==> src/rtl/uart_core.sv <==
// Full-duplex 8N1 UART: 2-flop synchronised receiver and a transmitter.
// Each side has its own FSM, bit-period counter and bit index.
module uart_core #(
    parameter int unsigned CLKS_PER_BIT = 87
) (
    input  logic       i_Clock,
    input  logic       i_Reset_n,
    input  logic       i_Rx_Serial,
    output logic       o_Rx_DV,
    output logic [7:0] o_Rx_Byte,
    input  logic       i_Tx_DV,
    input  logic [7:0] i_Tx_Byte,
    output logic       o_Tx_Active,
    output logic       o_Tx_Serial,
    output logic       o_Tx_Done
);

    localparam int unsigned CntW = $clog2(CLKS_PER_BIT);
    localparam logic [CntW-1:0] CntLast = CntW'(CLKS_PER_BIT - 1);
    localparam logic [CntW-1:0] CntHalf = CntW'((CLKS_PER_BIT - 1) / 2);

    typedef enum logic [2:0] {StIdle, StStart, StData, StStop, StCleanup} state_e;

    // ---------------------------------------------------------------- receiver
    logic            rx_meta_q, rx_sync_q;
    state_e          rx_state_q, rx_state_d;
    logic [CntW-1:0] rx_cnt_q, rx_cnt_d;
    logic [2:0]      rx_idx_q, rx_idx_d;
    logic [7:0]      rx_byte_q, rx_byte_d;
    logic            rx_dv_q, rx_dv_d;

    always_ff @(posedge i_Clock or negedge i_Reset_n) begin
        if (!i_Reset_n) begin
            rx_meta_q  <= 1'b1;
            rx_sync_q  <= 1'b1;
            rx_state_q <= StIdle;
            rx_cnt_q   <= '0;
            rx_idx_q   <= '0;
            rx_byte_q  <= '0;
            rx_dv_q    <= 1'b0;
        end else begin
            rx_meta_q  <= i_Rx_Serial;
            rx_sync_q  <= rx_meta_q;
            rx_state_q <= rx_state_d;
            rx_cnt_q   <= rx_cnt_d;
            rx_idx_q   <= rx_idx_d;
            rx_byte_q  <= rx_byte_d;
            rx_dv_q    <= rx_dv_d;
        end
    end

    always_comb begin
        rx_state_d = rx_state_q;
        rx_cnt_d   = rx_cnt_q;
        rx_idx_d   = rx_idx_q;
        rx_byte_d  = rx_byte_q;
        unique case (rx_state_q)
            StIdle: begin
                rx_cnt_d = '0;
                rx_idx_d = '0;
                if (!rx_sync_q) rx_state_d = StStart;
            end
            StStart: begin
                // Re-check the line at the start-bit centre to reject glitches.
                if (rx_cnt_q == CntHalf) begin
                    rx_cnt_d   = '0;
                    rx_state_d = rx_sync_q ? StIdle : StData;
                end else begin
                    rx_cnt_d = rx_cnt_q + 1'b1;
                end
            end
            StData: begin
                if (rx_cnt_q == CntLast) begin
                    rx_cnt_d            = '0;
                    rx_byte_d[rx_idx_q] = rx_sync_q;
                    if (rx_idx_q == 3'd7) begin
                        rx_idx_d   = '0;
                        rx_state_d = StStop;
                    end else begin
                        rx_idx_d = rx_idx_q + 3'd1;
                    end
                end else begin
                    rx_cnt_d = rx_cnt_q + 1'b1;
                end
            end
            StStop: begin
                if (rx_cnt_q == CntLast) begin
                    rx_cnt_d   = '0;
                    rx_state_d = StCleanup;
                end else begin
                    rx_cnt_d = rx_cnt_q + 1'b1;
                end
            end
            StCleanup: rx_state_d = StIdle;
            default:   rx_state_d = StIdle;
        endcase
    end

    // A low stop bit is a framing error: the byte stays visible but no DV.
    always_comb begin
        rx_dv_d = (rx_state_q == StStop) && (rx_cnt_q == CntLast) && rx_sync_q;
    end

    assign o_Rx_DV   = rx_dv_q;
    assign o_Rx_Byte = rx_byte_q;

    // ------------------------------------------------------------- transmitter
    state_e          tx_state_q, tx_state_d;
    logic [CntW-1:0] tx_cnt_q, tx_cnt_d;
    logic [2:0]      tx_idx_q, tx_idx_d;
    logic [7:0]      tx_data_q, tx_data_d;
    logic            tx_serial_q, tx_serial_d;
    logic            tx_active_q, tx_active_d;
    logic            tx_done_q, tx_done_d;

    always_ff @(posedge i_Clock or negedge i_Reset_n) begin
        if (!i_Reset_n) begin
            tx_state_q  <= StIdle;
            tx_cnt_q    <= '0;
            tx_idx_q    <= '0;
            tx_data_q   <= '0;
            tx_serial_q <= 1'b1;
            tx_active_q <= 1'b0;
            tx_done_q   <= 1'b0;
        end else begin
            tx_state_q  <= tx_state_d;
            tx_cnt_q    <= tx_cnt_d;
            tx_idx_q    <= tx_idx_d;
            tx_data_q   <= tx_data_d;
            tx_serial_q <= tx_serial_d;
            tx_active_q <= tx_active_d;
            tx_done_q   <= tx_done_d;
        end
    end

    always_comb begin
        tx_state_d = tx_state_q;
        tx_cnt_d   = tx_cnt_q;
        tx_idx_d   = tx_idx_q;
        tx_data_d  = tx_data_q;
        unique case (tx_state_q)
            StIdle: begin
                tx_cnt_d = '0;
                tx_idx_d = '0;
                if (i_Tx_DV) begin
                    tx_data_d  = i_Tx_Byte;
                    tx_state_d = StStart;
                end
            end
            StStart: begin
                if (tx_cnt_q == CntLast) begin
                    tx_cnt_d   = '0;
                    tx_state_d = StData;
                end else begin
                    tx_cnt_d = tx_cnt_q + 1'b1;
                end
            end
            StData: begin
                if (tx_cnt_q == CntLast) begin
                    tx_cnt_d = '0;
                    if (tx_idx_q == 3'd7) begin
                        tx_idx_d   = '0;
                        tx_state_d = StStop;
                    end else begin
                        tx_idx_d = tx_idx_q + 3'd1;
                    end
                end else begin
                    tx_cnt_d = tx_cnt_q + 1'b1;
                end
            end
            StStop: begin
                if (tx_cnt_q == CntLast) begin
                    tx_cnt_d   = '0;
                    tx_state_d = StCleanup;
                end else begin
                    tx_cnt_d = tx_cnt_q + 1'b1;
                end
            end
            StCleanup: tx_state_d = StIdle;
            default:   tx_state_d = StIdle;
        endcase
    end

    // Outputs decoded from the next state so the pins come straight from flops.
    always_comb begin
        tx_serial_d = 1'b1;
        tx_active_d = 1'b0;
        tx_done_d   = 1'b0;
        unique case (tx_state_d)
            StStart: begin
                tx_serial_d = 1'b0;
                tx_active_d = 1'b1;
            end
            StData: begin
                tx_serial_d = tx_data_d[tx_idx_d];
                tx_active_d = 1'b1;
            end
            StStop:    tx_active_d = 1'b1;
            StCleanup: tx_done_d   = 1'b1;
            default:   tx_serial_d = 1'b1;
        endcase
    end

    assign o_Tx_Serial = tx_serial_q;
    assign o_Tx_Active = tx_active_q;
    assign o_Tx_Done   = tx_done_q;

endmodule

==> config.mk <==
export PLATFORM = sky130hd
export DESIGN_NAME = uart_core
export DESIGN_NICKNAME = d
export VERILOG_FILES = /design/src/rtl/uart_core.sv
export SDC_FILE = /design/constraint.sdc
export NUM_CORES = 1
export LEC_CHECK = 0
export ABC_AREA = 1
export ABC_CLOCK_PERIOD_IN_PS = 3100
export BUFFER_PORTS_ARGS = -buffer_cell sky130_fd_sc_hd__buf_4
export CORE_ASPECT_RATIO = 1.1
export CORE_UTILIZATION = 60
export CTS_CLUSTER_DIAMETER = 120
export CTS_CLUSTER_SIZE = 24
export DETAILED_ROUTE_END_ITERATION = 7
export HOLD_SLACK_MARGIN = 0.03
export PLACE_DENSITY = 0.89
export SLEW_MARGIN = 10
export SYNTH_ARGS = -nofsm -noshare
export SYNTH_HDL_FRONTEND = slang
export SYNTH_SLANG_ARGS = --single-unit
==> constraint.sdc <==
create_clock -name i_Clock -period 3.1 [get_ports i_Clock]
set_clock_uncertainty 0.1 [all_clocks]
set_input_delay 0.31 -clock i_Clock [delete_from_list [all_inputs] [get_ports i_Clock]]
set_output_delay 0.31 -clock i_Clock [all_outputs]
set_load 0.05 [all_outputs]
-- After elaboration in Yosys (flattened, before gate mapping)
Cells that the tools add are included.
- multiplexer cells: 34
- order comparisons: 3
- shifts and indexed selects: 0
- eq/ne operators: 20
- div/mod/pow operators: 0
- multipliers: 0
- add/subtract/negate cells: 4
- bitwise operators: 0
- reduce and logical (&&, ||, !) cells: 14
- operators by type and width (kind ; number):
    2-to-1 mux 3 bit ; 14
    case mux 3 bit (4 select lines) ; 2
    2-to-1 mux 7 bit ; 3
    case mux 7 bit (3 select lines) ; 1
    equality test 3 x 2 -> 1 bit (second input constant) ; 6
    2-to-1 mux 8 bit ; 2
    adder 7 x 1 -> 7 bit (second input constant) ; 2
    equality test 7 bit (second input constant) ; 2
    case mux 7 bit (2 select lines) ; 1
    case mux 3 bit (2 select lines) ; 2
    != test 2 bit (second input constant) ; 5
    equality test 3 x 1 -> 1 bit (second input constant) ; 3
    equality test 3 bit (second input constant) ; 3
    bitwise mux 8 bit ; 1
    less-than comparator 3 x 4 -> 1 bit (second input constant) ; 2
    equality test 7 x 6 -> 1 bit (second input constant) ; 1
    adder 3 x 1 -> 3 bit (second input constant) ; 2
    zero test 3 bit ; 2
    OR reduction 3 bit ; 2
    AND reduction 5 bit ; 1
    2-to-1 mux 1 bit ; 4
    AND reduction 2 bit ; 2
    nonzero test 2 bit ; 2
    binary-select mux 1 bit (select 3 bit) ; 1
    7 further kinds ; 9
- latch bits: 0
- input bits: 12
- bits in read-only memories: 0
- memories kept: 0
- RAM bits: 0
- register bits after elaboration: 48
- output and inout bits: 12
- logic and storage cells: 89

-- Longest topological paths before layout
Gate-level depths: netlist of the first run.
- word-level depth: 7
- gate-level depth with buffers: 16
- depth with buffers taken out: 16

-- Least setup slack after synthesis of the first run
OpenSTA, ideal clock, no wires.
- kind: register to register
- from: reg tx_idx_q[0]
- to: reg tx_serial_q (netlist: o_Tx_Serial)
- buffers on the path: 0
- setup time: 0.061 ns
- required time: 2.939 ns
- stages on the path, launching flop included: 16
- data arrival time: 1.498 ns
- clock period less this slack: 1.659 ns
- setup slack: 1.441 ns
- cell sequence: dfrtp_1 > ha_1 > ha_1 > inv_1 > nand2_1 > nor2_4 > nand2_2 > nand2_4 > nand2_1 > nand2_1 > nand2_1 > nand2_1 > nand2_1 > nand2_1 > nand2_1 > nand2_1
- longest elaborated chain between the ends: 7
- elaborated cells on any way between the ends: 13
- those cells by class: add/sub: 1; eq/ne: 3; mux: 9
- ends and longest elaborated chain (item ; line ; RTL):
    from (decl) ; 110 ; logic [2:0] tx_idx_q, tx_idx_d;
    from (signal assigned) ; 128 ; tx_idx_q <= tx_idx_d;
    adder 3 x 1 -> 3 bit / equality test 3 bit (equally long branches) ; 165, 161 ;
    2-to-1 mux 3 bit ; 161 ; if (tx_idx_q == 3'd7) begin
    2-to-1 mux 3 bit ; 159 ; if (tx_cnt_q == CntLast) begin
    case mux 3 bit (2 select lines) (*) ; 141 ; unique case (tx_state_q)
    via tx_idx_d[0] ; 110 ;
    binary-select mux 1 bit (select 3 bit) (*) ; 195 ; tx_serial_d = tx_data_d[tx_idx_d];
    2-to-1 mux 1 bit (implied by the code) (*) ; 195 ;
    case mux 1 bit (2 select lines) (*) ; 189 ; unique case (tx_state_d)
    via tx_serial_d ; 112 ; logic tx_serial_q, tx_serial_d;
    to (signal assigned) ; 130 ; tx_serial_q <= tx_serial_d;
    to (decl) ; 112 ;
Mark *: on every way through the listed nets, which the timed path passes. The rest lies on a longest branch. The select of a mux whose other input is x is not followed.
A chain may end at the register's enable or synchronous reset.

-- Worst setup path in the final report of the first run
- from: reg tx_cnt_q[0]
- to: reg tx_serial_q (netlist: o_Tx_Serial)
- longest elaborated chain between the ends: 6
- elaborated cells on any way between the ends: 12
- those cells by class: eq/ne: 3; mux: 9
- ends and longest elaborated chain (item ; line ; RTL):
    from (decl) ; 109 ; logic [CntW-1:0] tx_cnt_q, tx_cnt_d;
    from (signal assigned) ; 127 ; tx_cnt_q <= tx_cnt_d;
    equality test 7 bit ; 159 ;
    2-to-1 mux 3 bit ; 159 ;
    case mux 3 bit (2 select lines) ; 141 ;
    via tx_idx_d[0] ; 110 ;
    binary-select mux 1 bit (select 3 bit) ; 195 ;
    2-to-1 mux 1 bit (implied by the code) ; 195 ;
    case mux 1 bit (2 select lines) ; 189 ;
    via tx_serial_d ; 112 ;
The timed path passes the listed nets, and every way through them passes these cells. The select of a mux whose other input is x is not followed.

==> impl_metrics.toml, run 1 <==
[global_routing]
gr-total-overflow = 0
grt_max_degree = 49
grt_pass1_vias = 1925
antenna_found_initial = 0
grt_pass1_wl_um = 8162
grt_usage_pct = 23.47

[floorplanning]
core-area_sq_um = 3994
die_h_um = 70.04
start_util_pct = 63.22
fp.dieArea_sq_um = 4472
io_pins = 24
core.rowCount = 24
dieWidth_um = 63.85

[synth]
synth-seq-area-share_pct = 47.72
syn_avg_cell_area_sq_um = 8.361
synth_top_cell_area_share_pct = 44.60
syn_nets = 322
post_synth_inst_count = 302
yosys-top-cells-area = "dfrtp_1, nand2_1, inv_1"
synth_seq_cells = 48
synth_area_leader_cell = "dfrtp_1"
ys_warn_count = 0
yosysUniqueCellTypes = 32
syn_area_sq_um = 2525

[layout]
seqCellArea_sq_um = 1205
antenna_cells = 0
drive_gt1_share_pct = 18.37
fin_nets = 351
syn_to_final_growth_pct = 13.43
fillers = 301
multi_input_area_sq_um = 1099

[critical_path]
path_class = "reg2reg"
worstSetupEndpointType = "register"
crit_chain = "inv_1 -> ha_1 -> nand2_1 -> inv_1 -> nand3_2 -> inv_1 -> nand2_2 -> nand2_4 -> nand2_1 -> nand2_1 -> nand2_1 -> nand2_1 -> nand2_1 -> nand2_1 -> nand2_1 -> nand2_1"
cp.required_ps = 3250
cpLargestDelayFamily = "simple AND/OR/NAND/NOR gates"
cp_num_buf_inv = 3
cp_max_fo = 12
slowest_stage = "dfrtp_1"
start_kind = "register"
slowest_delay_ps = 410
reg2reg_setup_slack_ps = 1170
path_common_cell = "nand2_1"
cp.arrival_ps = 2080

[detailed_routing]
wl_um = 4668
drt_first_pass_iters = 4
via_count = 2044
antenna_left = 0
avgViaCountPerCell = 5.323
wire_per_inst_um = 12.16
drt_iter0_drc = 189
route.detailed.drc = 0

[timing]
max_freq_mhz = 517.3
slew_viol_final = 0
setup_ws_ps = 1167
setup_viol = 0
finalCritPeriodShare_pct = 62.36
fin_crit_ps = 1933
rsz0062_at_grt = "no"
max_slew_margin_pct = 61.13
hold_viol = 0
fin_setup_tns_ps = 0
worst_pin_slew_ps = 583.1

[placed_design]
dp_hpwl_um = 3202
numPortBuffers = 23
place_ws_ps = 1253
gp_congestion = 0.8285

[clock_network]
cts_made_buffers = 5
cts_tree = "done"
cts.clk_slew.worst_paths_ps = 90
clk_latency_ps = 300
clockBufferDepth = 2
cts.sinks = 48
cts-root-buf = "clkbuf_8"
cts_max_level = 2
ctsResizeCount = 0

[run]
drv_cap = 0

[power]
total_power_uw = 1235
p_per_area_nw_per_um2 = 431.2
power.leakage_uw = 0.001484
ir_drop_mv = 0.2511

[run_status]
status = "finished clean"

[min_path]
hold_class = "in2reg"
-- per-stage QoR --
step / instances / cell area [sq um] / util, % / hold slack (ps)
2_1_floorplan: 302 / 2525 / - / -85.59
3_3_place_gp: 374 / 2736 / 68.52 / 250.1
3_5_place_dp: 374 / 2736 / 68.52 / 250.9
4_1_cts: 384 / 2864 / 71.71 / 117.8
5_1_grt: 384 / 2864 / 71.71 / 119.5
6_report: 384 / 2864 / 71.71 / 121.9
-- area by class of cell --
type	instances	area share, %
timing repair buffer	25	6.728
clock buffer	6	2.534
tap	52	2.272
clock inverter	2	1.223
inverter	50	6.815
sequential	48	42.07
multi-input combinational	201	38.36
-- where the power goes --
group	internal [uW]	leakage, uW	switching, uW	total, uW
Combinational	42.4	0.000824	85.6	128
Clock	240	0.0000552	206	446
Sequential	646	0.000605	15.7	661
Total	928	0.00148	307	1230
-- worst reg2reg max path, cell delays in order, from the launching register on --
cell and delay (ps):
dfrtp_1 410, inv_1 90, ha_1 150, nand2_1 80, inv_1 70, nand3_2 210, inv_1 130, nand2_2 100
nand2_4 110, nand2_1 60, nand2_1 70, nand2_1 50, nand2_1 50, nand2_1 40, nand2_1 60, nand2_1 40
nand2_1 50
-- what timing repair did --
item                                   4_1_cts  5_1_grt
setup buffers                                0        0
endpoints found under the hold margin       46        0
hold buffers                                 2        0
-- placed cells by master (no fill, tap or decap), drive strengths merged, types with 3 or more instances in the layout --
cell type   n
clkbuf      6
nor2       30
a21oi       9
nor3        9
o22ai       4
buf        23
dfstp       3
dfrtp      45
nand4       3
o21ai      24
nand3      28
ha          8
xor2        3
nand2      76
inv        49
-- layer usage --
metal | wire length, um | global-route usage [%] | vias to the layer above | part of all wire [%]
met4 | 112 | 10.61 | 0 | 2.4
met3 | 169 | 5.065 | 14 | 3.6
met2 | 2373 | 40.66 | 52 | 51
met5 | 0 | 0 | - | 0
met1 | 2013 | 27.48 | 956 | 43
li1 | - | - | 1022 | -
-- logic make-up after synthesis --
kind of cell               synth area share, %
AOI/OAI and AO/OA                        8.721
xor gates and xnor gates                 1.041
buffers and inverters                    8.771
and+or+nand+nor                          29.78
DFF                                      47.72
adders and majority gates                3.964
-- final timing paths --
| kind | from | end | cells after the start |
|---|---|---|---|
| min | i_Tx_Byte[1] | tx_data_q[1] | 3 |
| max reg2reg | tx_cnt_q[0] | o_Tx_Serial | 16 |
| max in group asynchronous | i_Reset_n | tx_cnt_q[2] | 2 |
| max | tx_cnt_q[0] | o_Tx_Serial | 16 |
| min reg2reg | rx_meta_q | rx_sync_q | 0 |
| min in group asynchronous | i_Reset_n | rx_cnt_q[2] | 2 |
-- cell usage after synthesis --
master and n:
nand2_4 5, nand2_2 4, nor2_4 4, xor2_1 3, o21ai_2 3, nor3b_1 2
dfstp_2 3, nor4_1 2, inv_1 44, nand3_2 1, a21oi_1 8, o21ai_1 3
nand4_1 3, clkbuf_1 1, nor2_2 2, nor2_1 23, o22ai_1 4, inv_2 4
clkinv_4 1, a21oi_2 1, dfrtp_1 45, o21ai_0 18, and3_1 1, o211ai_1 2
nand2_1 67, nand3_1 26, ha_1 8, nand3_4 1, nor3_1 9, nor2_8 1
buf_6 2, inv_4 1
-- registers in the layout, indices dropped and copies added (netlist names) --
signal,count
tx_idx_q,3
o_Tx_Done,1
rx_sync_q,1
o_Rx_Byte,8
o_Tx_Serial,1
o_Tx_Active,1
rx_cnt_q,7
o_Rx_DV,1
tx_data_q,8
rx_meta_q,1
rx_idx_q,3
rx_state_q,3
tx_cnt_q,7
tx_state_q,3
(Power assumes the default switching activity.)
==> inputs of run 2 (changes only) <==
- ABC_CLOCK_PERIOD_IN_PS: 3100 -> 1590
- CORE_UTILIZATION: 60 -> 53
- PLACE_DENSITY: 0.89 -> 0.83
- clock period: 3.1 -> 1.59 ns (I/O delays scaled with it)
==> run 2 against run 1 <==
The flow now finishes with violations (setup timing). Non-clock buffer count increased by 45. Hold slack got worse by 41 ps. Core utilization rose by 6.8 points. Clock power is 100% higher. First-iteration DRC count fell by 23%. Critical endpoint unchanged.
==> impl_metrics.toml, run 2 (synthesized netlist as in run 1, its figures left out) <==
[placed_design]
placed_area_sq_um = 3019
dp_hpwl_um = 3760
numPortBuffers = 23
gp_congestion = 0.8258
dp_cells = 412

[timing]
hold_viol = 0
max_slew_margin_pct = 60.20
setup_viol = 8
worst_pin_slew_ps = 597.0
finalCritPeriodShare_pct = 114.5
slew_viol_final = 0
max_freq_mhz = 549.5
fin_setup_tns_ps = -532.8
setup_ws_ps = -229.8
fin_crit_ps = 1820
rsz0062_at_grt = "yes"

[layout]
mostFrequentLayoutCell = "buf_4"
syn_to_final_growth_pct = 38.11
antenna_cells = 0
design_area_sq_um = 3487
layout.cells.non_filler = 432
drive_gt1_share_pct = 42.33
mostFrequentLayoutCells = "buf_4, nand2_1, dfrtp_1"
fin_nets = 397

[global_routing]
grt_pass1_wl_um = 8466
gr-total-overflow = 0
grt_usage_pct = 22.49
antenna_found_initial = 0
grt_max_degree = 49
grt_pass1_vias = 2077

[floorplanning]
fp.dieArea_sq_um = 5044
start_util_pct = 56.85
die_h_um = 74.39
core-area_sq_um = 4442
dieWidth_um = 67.81
io_pins = 24
core.rowCount = 25

[detailed_routing]
via_count = 2318
wire_per_inst_um = 14.57
drt_iter0_drc = 145
wl_um = 6293
drt_first_pass_iters = 4
avgViaCountPerCell = 5.366
route.detailed.drc = 0
antenna_left = 0

[clock_network]
cts.sinks = 48
clk_latency_ps = 310
clockBufferDepth = 2
cts.clk_slew.worst_paths_ps = 90
cts_max_level = 2
cts_tree = "done"
cts-root-buf = "clkbuf_8"
cts_made_buffers = 5

[power]
power.leakage_uw = 0.001715
ir_drop_mv = 0.6675
p_per_area_nw_per_um2 = 741.4
total_power_uw = 2585

[min_path]
hold_class = "in2reg"
hp-start = "i_Tx_Byte[4]"

[run_status]
status = "complete, but fails checks"
violations = "setup timing"

[critical_path]
cp.arrival_ps = 1970
slowest_delay_ps = 390
cp.required_ps = 1740
crit_chain = "ha_2 -> ha_4 -> inv_4 -> nand2_4 -> nor2_4 -> nand2_4 -> nand2_4 -> nand2_2 -> nand2_1 -> nand2_1 -> nand2_1 -> nand2_1 -> nand2_1 -> nand2_1 -> nand2_2"
path_common_cell = "nand2_1"
cp_max_fo = 5
cpLargestDelayFamily = "simple AND/OR/NAND/NOR gates"
worstSetupEndpointType = "register"
startpoint = "tx_idx_q[0]"
r2r-start = "tx_idx_q[0]"
path_class = "reg2reg"
start_kind = "register"
slowest_stage = "dfrtp_1"
cp_num_buf_inv = 1

[run]
drv_cap = 0
==> run 2: report_power, final <==
group	switching [uW]	total [uW]	internal, uW
clock network	431	897	466
logic	227	398	171
registers	31.3	1290	1260
==> run 2: path summary, 6_finish.rpt <==
check | endpoint | slack [ps] | cells after the start
max | o_Tx_Serial | -230 | 15
min | tx_data_q[4] | 80 | 5
max reg2reg | o_Tx_Serial | -230 | 15
min reg2reg | rx_sync_q | 260 | 0
max in group asynchronous | tx_state_q[0] | 670 | 2
min in group asynchronous | o_Rx_Byte[6] | 290 | 2
==> run 2: layer usage <==
layer  global-route usage [%]  routed length (um)
met5                        0                   0
met4                    9.259                 131
met3                    4.141                 237
met2                    41.69                3495
met1                    24.83                2428
==> run 2: area by class of cell <==
cell class                      instances  area (sq um)
Clock buffer                            5         68.82
Inverter                               50         202.7
Multi-Input combinational cell        202          1344
Timing Repair Buffer                   70         554.3
Clock inverter                          3         42.54
Fill cell                             266         954.7
Sequential cell                        48          1207
Tap cell                               54         67.56
==> run 2: stage by stage <==
stage                     setup WS, ps  utilization [%]  hold WS, ps
final                           -229.8            78.51        80.43
after CTS                       -175.8            73.18        59.97
after floorplan                  5.156                -       -236.6
after global placement          -75.61            67.97        103.0
after detailed placement        -212.3            67.97        107.2
after global routing            -340.2            78.51        106.4
==> run 2: what timing repair did <==
| action | 4_1_cts | 5_1_grt |
|---|---|---|
| gates cloned | 1 | 1 |
| endpoints found under the hold margin | 48 | 0 |
| setup buffers | 3 | 3 |
| endpoints found under the setup margin | 12 | 25 |
| gates resized for setup | 18 | 63 |
| pin swaps | 11 | 18 |
| hold buffers | 4 | 0 |
==> run 2: worst register-to-register path, delay by kind of cell, from the launching register on <==
kind                     cells  cell delay, ps
AND/OR/NAND/NOR             12             840
buffers and inverters        1              70
adder cells (fa/ha/maj)      2             360
flip-flops                   1             390
==> inputs of run 3 (changes only) <==
- BUFFER_PORTS_ARGS: -buffer_cell sky130_fd_sc_hd__buf_4 -> -buffer_cell sky130_fd_sc_hd__buf_2
- CORE_MARGIN: default -> 2
==> run 3 against run 2 <==
The flow still finishes with violations (setup timing). Global-route usage rose by 0.81 points. First-iteration DRC count grew 14%. Largest cell class unchanged. Sequential power barely moved. Critical path type unchanged. Routed wire length increased by 18%. Via count increased by 6.8%. Cell count up 1.6%. Clock power up 9.8%.
==> impl_metrics.toml, run 3 (synthesized netlist as in run 1, its figures left out) <==
[run_status]
status = "complete, but fails checks"
violations = "setup timing"

[floorplanning]
fp.dieArea_sq_um = 5333
dieWidth_um = 69.81
core-area_sq_um = 4619
io_pins = 24
core.rowCount = 26
start_util_pct = 54.66
die_h_um = 76.39

[placed_design]
place_ws_ps = -135.9
dp_hpwl_um = 3772
placed_area_sq_um = 2992
numPortBuffers = 23
gp_congestion = 0.7884
dp_cells = 416

[timing]
rsz0062_at_grt = "yes"
finalCritPeriodShare_pct = 113.7
max_slew_margin_pct = 69.58
worst_pin_slew_ps = 456.3
max_freq_mhz = 553.1
setup_ws_ps = -217.9
fin_crit_ps = 1808
setup_viol = 18
slew_viol_final = 0
hold_viol = 0
fin_setup_tns_ps = -2145

[detailed_routing]
wire_per_inst_um = 16.88
drt_iter0_drc = 165
antenna_left = 0
drt_first_pass_iters = 5
route.detailed.drc = 0
via_count = 2475
avgViaCountPerCell = 5.638
wl_um = 7410

[layout]
drive_gt1_share_pct = 45.95
syn_to_final_growth_pct = 41.82
mostFrequentLayoutCells = "nand2_1, dfrtp_1, buf_4"
design_area_sq_um = 3581
fin_nets = 402
layout.cells.non_filler = 439
antenna_cells = 0
final_core_util_pct = 77.52
mostFrequentLayoutCell = "nand2_1"

[clock_network]
cts.clk_slew.worst_paths_ps = 90
cts_tree = "done"
clockBufferDepth = 2
cts.sinks = 48
cts-root-buf = "clkbuf_8"
cts_max_level = 2
clk_latency_ps = 310
cts_made_buffers = 5

[global_routing]
grt_pass1_vias = 2331
antenna_found_initial = 0
grt_pass1_wl_um = 10070
met1_usage_pct = 27.25
grtUsageMet3_pct = 4.894
grt_max_degree = 23
use_met2_pct = 43.43
gr-max-usage-layer = "met2"
gr-total-overflow = 0
grt_usage_pct = 23.31

[critical_path]
cp_max_fo = 4
start_kind = "register"
path_class = "reg2reg"
r2r-start = "rx_cnt_q[0]"
cp.arrival_ps = 1890
worstSetupEndpointType = "register"
cp.required_ps = 1680
reg2reg_depth = 9
startpoint = "rx_cnt_q[0]"

[power]
ir_drop_mv = 0.6460
power.leakage_uw = 0.001785
p_per_area_nw_per_um2 = 773.5

[min_path]
hold_class = "in2reg"
hp-start = "i_Tx_Byte[7]"
min_path_cells = 5

[run]
drv_cap = 0
run 3: per-layer routing:
layer	up-vias	part of all wire, %
li1	1128	-
met1	1208	36
met2	106	55
met3	33	4.5
met4	0	4.9
met5	-	0
run 3: what timing repair did:
action,4_1_cts,5_1_grt
gates cloned,1,0
setup endpoints to repair,20,28
buffers inserted,3,7
endpoints found under the hold margin,20,0
hold buffers,4,0
resized for setup,32,70
pin swaps,5,21
run 3: stage by stage:
stage / total power [uW] / hold WS (ps)
final: 2770 / 78.60
after CTS: 2595 / 49.72
after global placement: 1608 / 20.80
after global routing: 2843 / 139.2
after floorplan: 1465 / -236.6
after detailed placement: 1618 / 25.91
run 3: worst paths after layout:
path | slack, ps | to
worst max-delay path | -220 | rx_state_q[1]
worst min-delay path | 80 | tx_data_q[7]
worst max register to register | -220 | rx_state_q[1]
worst min register to register | 270 | rx_sync_q
max in group asynchronous | 580 | o_Tx_Serial
min in group asynchronous | 220 | o_Rx_Byte[1]
run 3: worst max-delay path: stages, from the launching register on:
cell	delay, ps
dfrtp_1	430
inv_2	100
ha_4	130
nand4_1	140
nand2_1	150
nand2_2	90
inv_2	90
o211ai_1	190
nor2_1	180
o22ai_1	90
run 3: layout make-up:
| class | count | area, sq um |
|---|---|---|
| Multi-Input combinational cell | 201 | 1421 |
| Clock inverter | 1 | 30.03 |
| Inverter | 50 | 197.7 |
| Fill cell | 251 | 1039 |
| Timing Repair Buffer | 76 | 558.0 |
| Tap cell | 56 | 70.07 |
| Sequential cell | 48 | 1207 |
| Clock buffer | 7 | 96.34 |
run 3: power by group:
part,switching [uW],internal [uW]
combinational,297,189
clock,430,555
sequential,39.6,1260
